===== config.mk =====
export PLATFORM = sky130hd
export DESIGN_NAME = jesd204b_rx_lane_align_flat
export DESIGN_NICKNAME = d
export VERILOG_FILES = /design/src/rtl/jesd204b_rx_lane_align_if.sv /design/src/rtl/jesd204b_rx_lane_align.sv /design/src/flat_wrapper.sv
export SDC_FILE = /design/constraint.sdc
export NUM_CORES = 1
export LEC_CHECK = 0
export ABC_AREA = 1
export BUFFER_PORTS_ARGS = -buffer_cell sky130_fd_sc_hd__buf_2
export CORE_AREA = 4 4 91 136
export DETAILED_ROUTE_END_ITERATION = 16
export DIE_AREA = 0 0 95 140
export MAX_ROUTING_LAYER = met4
export PLACE_DENSITY_LB_ADDON = 0.08
export SLEW_MARGIN = 40
export SYNTH_ARGS = -nofsm -noshare
export SYNTH_HDL_FRONTEND = slang
export SYNTH_SLANG_ARGS = --single-unit

===== constraint.sdc =====
create_clock -name link_clk -period 4.46 [get_ports link_clk]
set_input_delay 0.669 -clock link_clk [delete_from_list [all_inputs] [get_ports link_clk]]
set_output_delay 0.669 -clock link_clk [all_outputs]
set_load 0.02 [all_outputs]

===== src/rtl/jesd204b_rx_lane_align_if.sv =====
// jesd204b_rx_lane_align_if
// Lane data bundle for the JESD204B RX alignment stage. It carries the raw
// PHY lane (ready, 4-octet word, per-octet control flags) and the
// frame-aligned output stream.
//   master : PHY / producer side (drives the rx_* group, observes out_*)
//   slave  : aligner side (consumes rx_*, drives out_*)
interface jesd204b_rx_lane_align_if;
  logic        rx_ready;
  logic [31:0] rx_data;
  logic [3:0]  rx_datak;
  logic [31:0] out_data;
  logic [3:0]  out_datak;
  logic        out_valid;
  logic        out_sof;

  modport master (
    output rx_ready, rx_data, rx_datak,
    input  out_data, out_datak, out_valid, out_sof
  );

  modport slave (
    input  rx_ready, rx_data, rx_datak,
    output out_data, out_datak, out_valid, out_sof
  );
endinterface


===== src/rtl/jesd204b_rx_lane_align.sv =====
// jesd204b_rx_lane_align
// Per-lane JESD204B receive alignment: code-group synchronization, SYNC~
// generation, ILAS start (/R/) detection, octet rotation so octet 0 of every
// output word is frame aligned, and invalid-control supervision with
// automatic resync after ERR_THR consecutive error words.
// Optional feature macro: JESD204B_RX_ERR_CNT_EN enables the saturating
// invalid-control-octet counter on err_cnt; without it err_cnt reads 0.
module jesd204b_rx_lane_align #(
  parameter int unsigned K_CNT   = 4,
  parameter int unsigned ERR_THR = 3
) (
  input  logic                           link_clk,
  input  logic                           link_reset,
  jesd204b_rx_lane_align_if.slave        lane,
  input  logic                           resync,
  input  logic                           err_clr,
  output logic                           sync_n,
  output logic [1:0]                     lane_state,
  output logic                           align_err,
  output logic [15:0]                    err_cnt
);

  typedef enum logic [1:0] {
    CS_INIT  = 2'd0,
    CS_CHECK = 2'd1,
    CS_DATA  = 2'd2
  } cs_state_t;

  localparam logic [3:0] K_CNT_L   = K_CNT[3:0];
  localparam logic [3:0] ERR_THR_L = ERR_THR[3:0];

  // /K/ = K28.5
  function automatic logic is_k(input logic k, input logic [7:0] d);
    return k && (d == 8'hBC);
  endfunction

  // /R/ = K28.0
  function automatic logic is_r(input logic k, input logic [7:0] d);
    return k && (d == 8'h1C);
  endfunction

  // control octet outside the legal set
  function automatic logic is_invalid(input logic k, input logic [7:0] d);
    logic bad;
    if (!k) begin
      bad = 1'b0;
    end else begin
      case (d)
        8'h1C, 8'h7C, 8'h9C, 8'hBC, 8'hFC: bad = 1'b0;
        default:                           bad = 1'b1;
      endcase
    end
    return bad;
  endfunction

  cs_state_t   state_q;
  logic [3:0]  kcnt_q;
  logic [3:0]  errw_q;
  logic [1:0]  offset_q;
  logic        first_q;
  logic        sync_n_q;
  logic        out_valid_q;
  logic        out_sof_q;
  logic        align_err_q;
  logic [31:0] prev_data_q;
  logic [3:0]  prev_k_q;
  logic [31:0] out_data_q;
  logic [3:0]  out_datak_q;
  logic [31:0] out_data_d;
  logic [3:0]  out_datak_d;

  logic [3:0]  oct_is_k;
  logic [3:0]  oct_is_r;
  logic [3:0]  oct_inv;
  logic [3:0]  krun;
  logic        nk_found;
  logic [1:0]  nk_idx;
  logic        step_ok;
  logic        err_word;
  logic        err_thr_hit;
  logic        init_go;
  logic        chk_r;
  logic        chk_fail;
  logic        drop;
  logic        emit;
  logic [55:0] comb_data;
  logic [6:0]  comb_k;

  // classify each incoming octet
  always_comb begin
    oct_is_k = 4'd0;
    oct_is_r = 4'd0;
    oct_inv  = 4'd0;
    for (int b = 0; b < 4; b++) begin
      oct_is_k[b] = is_k(lane.rx_datak[b], lane.rx_data[8*b +: 8]);
      oct_is_r[b] = is_r(lane.rx_datak[b], lane.rx_data[8*b +: 8]);
      oct_inv[b]  = is_invalid(lane.rx_datak[b], lane.rx_data[8*b +: 8]);
    end
  end

  // run the /K/ counter across octets 0..3 in time order
  always_comb begin
    krun = kcnt_q;
    for (int b = 0; b < 4; b++) begin
      if (oct_is_k[b]) begin
        if (krun != 4'hF) begin
          krun = krun + 4'd1;
        end else begin
          krun = krun;
        end
      end else begin
        krun = 4'd0;
      end
    end
  end

  // lowest-index octet that is not /K/
  always_comb begin
    nk_found = 1'b1;
    nk_idx   = 2'd0;
    casez (oct_is_k)
      4'b???0: nk_idx = 2'd0;
      4'b??01: nk_idx = 2'd1;
      4'b?011: nk_idx = 2'd2;
      4'b0111: nk_idx = 2'd3;
      default: begin
        nk_found = 1'b0;
        nk_idx   = 2'd0;
      end
    endcase
  end

  // The FSM only advances on a word when the lane is ready and no resync
  // is requested; otherwise it is forced back to CS_INIT.
  assign step_ok     = lane.rx_ready && !resync;
  assign err_word    = |oct_inv;
  assign err_thr_hit = err_word && (({1'b0, errw_q} + 5'd1) >= {1'b0, ERR_THR_L});
  assign init_go     = step_ok && (state_q == CS_INIT) && (krun >= K_CNT_L) && oct_is_k[3];
  assign chk_r       = step_ok && (state_q == CS_CHECK) && nk_found && oct_is_r[nk_idx];
  assign chk_fail    = step_ok && (state_q == CS_CHECK) && nk_found && !oct_is_r[nk_idx];
  assign drop        = !step_ok || chk_fail || ((state_q == CS_DATA) && err_thr_hit);
  assign emit        = (state_q == CS_DATA) && !drop;

  // rotate {current, previous} by the latched offset
  assign comb_data = {lane.rx_data[23:0], prev_data_q};
  assign comb_k    = {lane.rx_datak[2:0], prev_k_q};

  // select the frame-aligned 4-octet window
  always_comb begin
    out_data_d  = comb_data[31:0];
    out_datak_d = comb_k[3:0];
    case (offset_q)
      2'd0: begin
        out_data_d  = comb_data[31:0];
        out_datak_d = comb_k[3:0];
      end
      2'd1: begin
        out_data_d  = comb_data[39:8];
        out_datak_d = comb_k[4:1];
      end
      2'd2: begin
        out_data_d  = comb_data[47:16];
        out_datak_d = comb_k[5:2];
      end
      2'd3: begin
        out_data_d  = comb_data[55:24];
        out_datak_d = comb_k[6:3];
      end
      default: begin
        out_data_d  = comb_data[31:0];
        out_datak_d = comb_k[3:0];
      end
    endcase
  end

  // CGS / ILAS / data-supervision state machine with registered outputs
  always_ff @(posedge link_clk) begin
    if (link_reset) begin
      state_q     <= CS_INIT;
      kcnt_q      <= 4'd0;
      errw_q      <= 4'd0;
      offset_q    <= 2'd0;
      first_q     <= 1'b0;
      sync_n_q    <= 1'b0;
      out_valid_q <= 1'b0;
      out_sof_q   <= 1'b0;
      align_err_q <= 1'b0;
    end else begin
      align_err_q <= chk_fail;
      if (drop) begin
        state_q     <= CS_INIT;
        kcnt_q      <= 4'd0;
        errw_q      <= 4'd0;
        offset_q    <= 2'd0;
        first_q     <= 1'b0;
        sync_n_q    <= 1'b0;
        out_valid_q <= 1'b0;
        out_sof_q   <= 1'b0;
      end else begin
        case (state_q)
          CS_INIT: begin
            out_valid_q <= 1'b0;
            out_sof_q   <= 1'b0;
            if (init_go) begin
              state_q  <= CS_CHECK;
              sync_n_q <= 1'b1;
              kcnt_q   <= 4'd0;
            end else begin
              kcnt_q <= krun;
            end
          end
          CS_CHECK: begin
            out_valid_q <= 1'b0;
            out_sof_q   <= 1'b0;
            if (chk_r) begin
              state_q  <= CS_DATA;
              offset_q <= nk_idx;
              first_q  <= 1'b1;
            end else begin
              state_q <= CS_CHECK;
            end
          end
          CS_DATA: begin
            errw_q      <= err_word ? (errw_q + 4'd1) : 4'd0;
            out_valid_q <= 1'b1;
            out_sof_q   <= first_q;
            first_q     <= 1'b0;
          end
          default: begin
            state_q     <= CS_INIT;
            kcnt_q      <= 4'd0;
            errw_q      <= 4'd0;
            offset_q    <= 2'd0;
            first_q     <= 1'b0;
            sync_n_q    <= 1'b0;
            out_valid_q <= 1'b0;
            out_sof_q   <= 1'b0;
          end
        endcase
      end
    end
  end

  // previous-word history and aligned output word
  always_ff @(posedge link_clk) begin
    if (link_reset) begin
      prev_data_q <= 32'd0;
      prev_k_q    <= 4'd0;
      out_data_q  <= 32'd0;
      out_datak_q <= 4'd0;
    end else begin
      prev_data_q <= lane.rx_data;
      prev_k_q    <= lane.rx_datak;
      if (emit) begin
        out_data_q  <= out_data_d;
        out_datak_q <= out_datak_d;
      end else begin
        out_data_q  <= out_data_q;
        out_datak_q <= out_datak_q;
      end
    end
  end

`ifdef JESD204B_RX_ERR_CNT_EN
  logic [15:0] err_cnt_q;
  logic [2:0]  inv_octets;
  logic [16:0] err_sum;

  // number of invalid control octets in this word and the widened sum
  always_comb begin
    inv_octets = 3'd0;
    for (int b = 0; b < 4; b++) begin
      inv_octets = inv_octets + {2'd0, oct_inv[b]};
    end
    err_sum = {1'b0, err_cnt_q} + {14'd0, inv_octets};
  end

  // saturating invalid-octet counter; a clear request beats new errors
  always_ff @(posedge link_clk) begin
    if (link_reset) begin
      err_cnt_q <= 16'd0;
    end else if (err_clr) begin
      err_cnt_q <= 16'd0;
    end else if (step_ok && (state_q == CS_DATA)) begin
      err_cnt_q <= err_sum[16] ? 16'hFFFF : err_sum[15:0];
    end else begin
      err_cnt_q <= err_cnt_q;
    end
  end

  assign err_cnt = err_cnt_q;
`else
  logic unused_err_clr;
  assign unused_err_clr = err_clr;
  assign err_cnt        = 16'd0;
`endif

  assign sync_n         = sync_n_q;
  assign lane_state     = state_q;
  assign align_err      = align_err_q;
  assign lane.out_data  = out_data_q;
  assign lane.out_datak = out_datak_q;
  assign lane.out_valid = out_valid_q;
  assign lane.out_sof   = out_sof_q;

endmodule


===== src/flat_wrapper.sv =====
// flat-port wrapper written by rule: the top's interface ports become plain ports
module jesd204b_rx_lane_align_flat 
#(
  parameter int unsigned K_CNT   = 4,
  parameter int unsigned ERR_THR = 3
)
  (link_clk, link_reset, resync, err_clr, sync_n, lane_state, align_err, err_cnt, lane_rx_ready, lane_rx_data, lane_rx_datak, lane_out_data, lane_out_datak, lane_out_valid, lane_out_sof);
  jesd204b_rx_lane_align_if lane_i ();
  input  logic link_clk;
  input  logic link_reset;
  input  logic resync;
  input  logic err_clr;
  output logic sync_n;
  output logic [1:0] lane_state;
  output logic align_err;
  output logic [15:0] err_cnt;
  input wire logic [$bits(lane_i.rx_ready)-1:0] lane_rx_ready;
  input wire logic [$bits(lane_i.rx_data)-1:0] lane_rx_data;
  input wire logic [$bits(lane_i.rx_datak)-1:0] lane_rx_datak;
  output wire logic [$bits(lane_i.out_data)-1:0] lane_out_data;
  output wire logic [$bits(lane_i.out_datak)-1:0] lane_out_datak;
  output wire logic [$bits(lane_i.out_valid)-1:0] lane_out_valid;
  output wire logic [$bits(lane_i.out_sof)-1:0] lane_out_sof;
  assign lane_i.rx_ready = lane_rx_ready;
  assign lane_i.rx_data = lane_rx_data;
  assign lane_i.rx_datak = lane_rx_datak;
  assign lane_out_data = lane_i.out_data;
  assign lane_out_datak = lane_i.out_datak;
  assign lane_out_valid = lane_i.out_valid;
  assign lane_out_sof = lane_i.out_sof;
  jesd204b_rx_lane_align #(.K_CNT(K_CNT), .ERR_THR(ERR_THR)) u_core (.link_clk(link_clk), .link_reset(link_reset), .lane(lane_i), .resync(resync), .err_clr(err_clr), .sync_n(sync_n), .lane_state(lane_state), .align_err(align_err), .err_cnt(err_cnt));
endmodule

==> results of run 1 <==
## where the power goes
group	leakage [uW]	switching, uW	internal, uW
logic	0.00172	84.3	36.2
registers	0.000727	10.8	812
clock network	0.000149	326	442
## layout by cell type (no fill, tap or decap), types with 13 or more instances in the layout
cell type    n
a221oi_1    27
o21ai_0     20
buf_2       81
dfxtp_1     89
conb_1      16
o21ai_1     23
a21oi_1     25
inv_1       93
o22ai_1     24
nand4_1     13
nand3_1     46
nand2_1    142
nor2_1      97
## stage by stage
step | std cells | utilization, % | hold WS (ps)
finish | 948 | 50.42 | 444.6
global route | 948 | 50.42 | 473.4
CTS | 947 | 50.35 | 448.6
detailed placement | 931 | 47.68 | 440.1
global placement | 931 | 47.66 | 429.9
floorplan | 740 | - | 416.0
## path summary, 6_finish.rpt
check / from / end / slack (ps) / cells after the start
min: u_core.errw_q[3]$_SDFFE_PP0N_ / u_core.errw_q[3]$_SDFFE_PP0N_ / 440 / 2
max: u_core.kcnt_q[0]$_SDFFE_PP0P_ / u_core.kcnt_q[0]$_SDFFE_PP0P_ / 560 / 28
min reg2reg: u_core.errw_q[3]$_SDFFE_PP0N_ / u_core.errw_q[3]$_SDFFE_PP0N_ / 440 / 2
max reg2reg: u_core.kcnt_q[0]$_SDFFE_PP0P_ / u_core.kcnt_q[0]$_SDFFE_PP0P_ / 560 / 28
## area by class of cell
class	count	area (um2)	area share (%)
Timing Repair Buffer	87	450.4	7.912
Antenna cell	1	2.502	0.04396
Clock buffer	10	229.0	4.022
Inverter	102	382.9	6.725
Sequential cell	89	1782	31.30
Clock inverter	6	72.57	1.275
Tap cell	150	187.7	3.297
Multi-Input combinational cell	503	2586	45.43
## worst max-delay path, delay by kind of cell, from the launching register on
kind | cells | cell delay, ps
buffers and inverters | 4 | 290
DFF | 1 | 410
and+or+nand+nor | 18 | 2010
AOI/OAI and AO/OA | 2 | 240
adders and majority gates | 4 | 880
## flip-flops by register name, summed over array words and instances (netlist names)
| name | count |
|---|---|
| u_core.offset_q | 2 |
| u_core.errw_q | 4 |
| u_core.lane.out_sof | 1 |
| u_core.lane.out_datak | 4 |
| u_core.lane.out_valid | 1 |
| u_core.prev_data_q | 32 |
| u_core.first_q | 1 |
| u_core.align_err | 1 |
| u_core.sync_n | 1 |
| u_core.lane_state | 2 |
| u_core.lane.out_data | 32 |
| u_core.prev_k_q | 4 |
| u_core.kcnt_q | 4 |
## cell families after synthesis
kind of cell | Yosys count | synth area share (%)
adders and majority gates | 9 | 2.280
DFF | 89 | 36.08
AOI/OAI and AO/OA | 141 | 18.44
other | 1 | 0.07593
and+or+nand+nor | 336 | 30.00
buffers and inverters | 148 | 12.95
xor gates and xnor gates | 1 | 0.1774
## timing repair
action | 4_1_cts | 5_1_grt
endpoints found under the setup margin | 0 | 1
resized for setup | 0 | 2
hold buffers | 0 | 0
## metal layers
metal / track usage [%] / vias to the layer above / part of all wire (%)
met5: - / - / 0
met4: 8.669 / 0 / 3.2
met3: 4.191 / 33 / 5.4
met2: 41.15 / 151 / 53
met1: 23.56 / 2325 / 38
li1: - / 2521 / -
==> results by group, run 1 <==
Synthesis
  – Dominant cell type by area after synthesis: dfxtp_1
  – Async SR Flop Fraction: 0%
  – Post-synthesis sequential area ratio: between 30% and 40%
  – Distinct cells, synth: 43
  – Top cell type's share of synthesized area: roughly 36%
  – Count leader, synth: nand2_1
  – Number of synthesized flops with an enable pin: 0
  – Seq cells post-synth: 89
  – Most area-consuming cells after synthesis: dfxtp_1 (36%), nand2_1 (11%), nor2_1 (7.6%)
  – Synthesized area: roughly 5000 um2
  – Cells after Synth: 725
  – Most frequent cells after synthesis: nand2_1 (143), nor2_1 (100), inv_1 (93), dfxtp_1 (89), nand3_1 (46)
  – Avg Cell Area, Syn: a little under 7 um2
  – Post-synth top flop: dfxtp_1
  – YS warnings: 0

Pwr
  – Leak pwr: ~0.0026 uW
  – VDD IR max: 0.1471 mV
  – Final Power: 1712 uW
  – Power per standard cell area: about 300 nW/um2

Placed design
  – Setup WS pre-CTS: approximately 200 ps
  – Cell area after placement: approximately 5400 um2
  – DP HPWL: 11.13 mm
  – IO Port Bufs: 81
  – Gpl congestion: slightly above 0.9

Cells and area
  – Syn-to-layout area delta: 15.28%
  – Share of layout cells above drive strength 1: 17.82%
  – Final instance area: roughly 5700 um2
  – NumNets Final: about 840
  – Fill cells: 1227

Routing
  – Routed via count: 5030
  – Routed WL: 14.46 mm
  – Avg Vias per Cell: approximately 5.3
  – Post-DRT Antenna Nets: 0
  – Drt wl/cell: ~15 um
  – 1st-pass router iterations: 5
  – # DRC: 0
  – Starting DRT DRC Count: 385

STA
  – Clock skew: approximately 9.3 ps
  – Max-slew violation count: 0
  – PnR worst setup slack: between 500 and 600 ps
  – Hold Fails Final Rpt: 0
  – Relative slew margins: 51.27%
  – Final setup TNS: 0 ps
  – Worst-Margin Slew: approximately 730 ps
  – Post-route minimum period: a little under 4000 ps
  – Final setup vio count: 0
  – Fmax achieved: about 260 MHz
  – RSZ-0062 raised after global routing: no
  – Period Utilization, post-route: slightly below 90%

Floorplanning
  – IO Pins: slightly below 100
  – Die W: between 90 and 100 um
  – Starting Density: between 40% and 50%
  – # rows: 48
  – Core Region: ~11000 um2
  – Full die area: between 10000 and 15000 um2
  – Die H: approximately 140 um

Worst setup path
  – Max incr delay on CP: roughly 410 ps
  – Crit-path slowest cell: dfxtp_1
  – Endpoint class of the critical path: flop
  – Largest fanout on the critical path: 5
  – Worst EP required: between 4000 and 5000 ps
  – Cell mode on critical path: nand2_1
  – Worst EP arrival: between 4000 and 5000 ps
  – Worst setup path category: flop to flop
  – CP Launch Type: flop

Clocking
  – Total CTS buffers: 9
  – CTS H-tree lvls: 3
  – CTS tree: done
  – Cell chosen for the clock root: clkbuf_16
  – Later-pin clock latency in the skew report: around 340 ps
  – Clk slew on worst S/H paths: approximately 70 ps
  – CTS max path bufs: 2
  – Post-CTS setup buffers: 0
  – Clk sink count: about 90

Global routing
  – Initial antenna violation count: 1
  – Congestion Overflow GR: 0
  – First-pass GRT wire length: about 23 mm
  – GR Util All Layers: between 20% and 30%
  – Vias in the first global route: 4881
  – Pin count of the biggest net entering global routing: 54

Run status
  – Status: complete, no violations

Job
  – Max-Cap Viols: 0

Min path
  – Hold Crit Class: flop to flop
No activity file was read; power rests on OpenSTA's default activity.
==> inputs of run 2 (changes only) <==
- ABC_AREA: 1 -> 0
- CORE_AREA: 4 4 91 136 -> 2 2 90 135
- DIE_AREA: 0 0 95 140 -> 0 0 92 137
==> results by group, run 2 <==
Synthesis
  – Async SR Flop Fraction: 0% (unchanged)
  – Post-synth top flop: dfxtp_1
  – Seq cells post-synth: 89 (unchanged)
  – Post-synthesis sequential area ratio: 35.34% (-0.73 points)
  – Most frequent cells after synthesis: dfxtp_1 (89), nor2_1 (59), mux2i_1 (42), nor2b_1 (39), mux4_2 (33)
  – Most area-consuming cells after synthesis: dfxtp_1 (35%), mux4_2 (15%), mux2i_1 (8.3%)
  – Synthesized area: 5041 um2 (+2.1%)
  – Cells after Synth: 498 (-31%)
  – YS warnings: 0 (unchanged)
  – Distinct cells, synth: 71 (+65%)
  – Avg Cell Area, Syn: 10.12 um2 (+49%)
  – Count leader, synth: dfxtp_1
  – Top cell type's share of synthesized area: 35.34% (-0.73 points)
  – Dominant cell type by area after synthesis: dfxtp_1
  – Number of synthesized flops with an enable pin: 0 (unchanged)

Clocking
  – Later-pin clock latency in the skew report: 340 ps (about the same)
  – CTS H-tree lvls: 3 (unchanged)
  – CTS max path bufs: 2 (unchanged)
  – Cell chosen for the clock root: clkbuf_16
  – Clk sink count: 89 (unchanged)
  – # hold bufs at CTS: 0 (unchanged)
  – Total CTS buffers: 9 (unchanged)
  – Clk slew on worst S/H paths: 60 ps (about the same)
  – CTS tree: done

Cells and area
  – NumNets Final: 640 (-24%)
  – Multi-input gate area: 3063 um2 (+18%)
  – Finished Layout Cells: 745 (-21%)
  – Final instance area: 6047 um2 (+6.2%)
  – Sequential cell area: 1787 um2 (+0.28%)
  – Fill cells: 1074 (-12%)
  – Syn-to-layout area delta: 19.96%
  – Share of layout cells above drive strength 1: 31.26% (+13 points)
  – Most frequent cells in the layout: dfxtp_1 (87), buf_2 (81), nor2_1 (58), mux2i_1 (41), nor2b_1 (39)
  – Antenna Cells: 0 (-1)
  – Leading cell type in the layout, fill and taps excluded: dfxtp_1

Placed design
  – Setup WS pre-CTS: -77.52 ps (-274.7 ps)
  – Cell area after placement: 5682 um2 (+5.5%)
  – IO Port Bufs: 81 (unchanged)
  – DP HPWL: 10.16 mm (-8.7%)
  – Gpl congestion: 0.8748 (-5.6%)
  – Cells after DPL: 728 (-22%)

STA
  – Fmax achieved: 242.0 MHz (-5.6%)
  – Hold Fails Final Rpt: 0 (unchanged)
  – Clock skew: 6.801 ps (-2.540 ps)
  – Min Hold Slack: 445.3 ps (+0.7020 ps)
  – Final setup vio count: 0 (unchanged)
  – Max-slew violation count: 0 (unchanged)
  – Relative slew margins: 47.88% (-3.4 points)
  – Worst-Margin Slew: 781.7 ps (+51.63 ps)
  – Period Utilization, post-route: 92.65% (+5.1 points)
  – RSZ-0062 raised after global routing: no
  – Post-route minimum period: 4132 ps (+229.7 ps)
  – PnR worst setup slack: 327.9 ps (-229.7 ps)
  – Final setup TNS: 0 ps (unchanged)

Run status
  – Status: complete, no violations

Floorplanning
  – IO Pins: 99 (unchanged)
  – # rows: 48 (unchanged)
  – Core Region: 11410 um2 (+1.1%)
  – Starting Density: 44.18% (+0.44 points)
  – Die H: 137 um (-2.1%)
  – Die W: 92 um (-3.2%)
  – Full die area: 12600 um2 (-5.2%)

Routing
  – Routed via count: 4132 (-18%)
  – # DRC: 0 (unchanged)
  – Avg Vias per Cell: 5.546 (+4.5%)
  – Post-DRT Antenna Nets: 0 (unchanged)
  – 1st-pass router iterations: 4 (-1)
  – Routed WL: 13.23 mm (-8.5%)
  – Starting DRT DRC Count: 165 (-57%)
  – Drt wl/cell: 17.75 um (+16%)

Worst setup path
  – Endpoint class of the critical path: flop
  – CP Buf/Inv Count: 2 (-2)
  – CP cell instances: ha_1 > nand3_1 > mux2i_2 > nor2_1 > ha_2 > and3_1 > or4_1 > and3_1 > o21ai_2 > nand2_1 > inv_1 > ha_2 > nand3_2 > mux2i_1 > nor2_2 > ha_1 > buf_4 > nand4_1 > a2bb2oi_1 > or4_1 > nand3_1
  – Worst setup path category: flop to flop
  – Worst EP arrival: 4410 ps (+250 ps)
  – Reg2reg start: u_core.kcnt_q[0]$_SDFFE_PP0P_
  – Critical Path Source: u_core.kcnt_q[0]$_SDFFE_PP0P_
  – Max incr delay on CP: 460 ps (+50 ps)
  – CP Launch Type: flop
  – Largest fanout on the critical path: 6 (+1)
  – Crit-path slowest cell: or4_1
  – Worst EP required: 4740 ps (+20 ps)
  – Top Family by Delay on Critical Path: simple AND/OR/NAND/NOR gates

Global routing
  – M1 GR Usage: 24.03% (+0.47 points)
  – Pin count of the biggest net entering global routing: 55 (+1.9%)
  – Grt met3 use: 3.855% (-0.34 points)
  – Vias in the first global route: 4016 (-18%)
  – GR Util All Layers: 22.13% (-0.50 points)
  – First-pass GRT wire length: 20.80 mm (-9.8%)
  – Met2 usage: 39.75% (-1.4 points)
  – Initial antenna violation count: 0 (-1)
  – Busiest grt layer: met2
  – Congestion Overflow GR: 0 (unchanged)

Min path
  – Hold Crit Class: flop to flop
  – Hold_sp: u_core.sync_n$_SDFFE_PP0P_

Job
  – Max-Cap Viols: 0 (unchanged)

Pwr
  – Leak pwr: 0.002325 uW (-10%)
  – VDD IR max: 0.1955 mV (+33%)
  – Power per standard cell area: 294.2 nW/um2 (-2.2%)
[run 2: cell types whose count changed after synthesis, sizes merged, moves of 26 or more]
cell / before / now
mux4: 0 / 36
nor2: 110 / 60
nand3: 48 / 14
nand2: 150 / 15
mux2i: 0 / 42
nor2b: 0 / 39
o21ai: 44 / 14
a221oi: 27 / 1
inv: 101 / 11
[run 2: worst paths after layout]
path | slack [ps] | cells past startpoint | endpoint
max | 330 | 21 | u_core.lane_state[1]$_SDFFE_PP0P_
min | 450 | 2 | u_core.sync_n$_SDFFE_PP0P_
max reg2reg | 330 | 21 | u_core.lane_state[1]$_SDFFE_PP0P_
min reg2reg | 450 | 2 | u_core.sync_n$_SDFFE_PP0P_
[run 2: timing repair]
| item | 4_1_cts | 5_1_grt |
|---|---|---|
| endpoints found under the setup margin | 0 | 5 |
| buffers inserted | 0 | 1 |
| gates resized for setup | 0 | 7 |
[run 2: logic make-up after synthesis]
family,synth area share (%)
compound gates,9.432
xor+xnor,0.5213
fa+ha+maj,2.234
buf+inv,5.659
flops,35.34
mux,25.09
other cells,0.07439
simple gates,21.64
[run 2: area by class of cell]
class,count,area share [%]
repair buffers,112,10.55
clock buffers,11,4.014
inverters,11,0.6828
clock inverters,5,1.448
flip-flops and latches,89,29.55
multi-input cells,367,50.65
well taps,150,3.104
[run 2: metrics by stage]
step                      util, %  power, uW
after floorplan                 -      918.3
after global placement      49.77      966.2
after detailed placement    49.79      968.2
after CTS                   52.69       1798
after global routing        52.99       1844
final                       52.99       1779
[run 2: power breakdown]
part | internal (uW) | switching, uW
Combinational | 57.3 | 71.5
Sequential | 812 | 9.98
Clock | 511 | 317
Total | 1380 | 399
[run 2: worst min-delay path, delay by kind of cell (launching register included)]
family	cells	cell delay, ps
flip-flops	1	310
buffers and inverters	1	50
AO/OA/AOI/OAI	1	40
[run 2: metal layers]
metal,vias up,part of all wire (%),wire length (um)
met4,0,1.9,252
met3,16,3.7,492
met2,100,56,7359
met5,-,0,0
li1,1996,-,-
met1,2020,39,5122
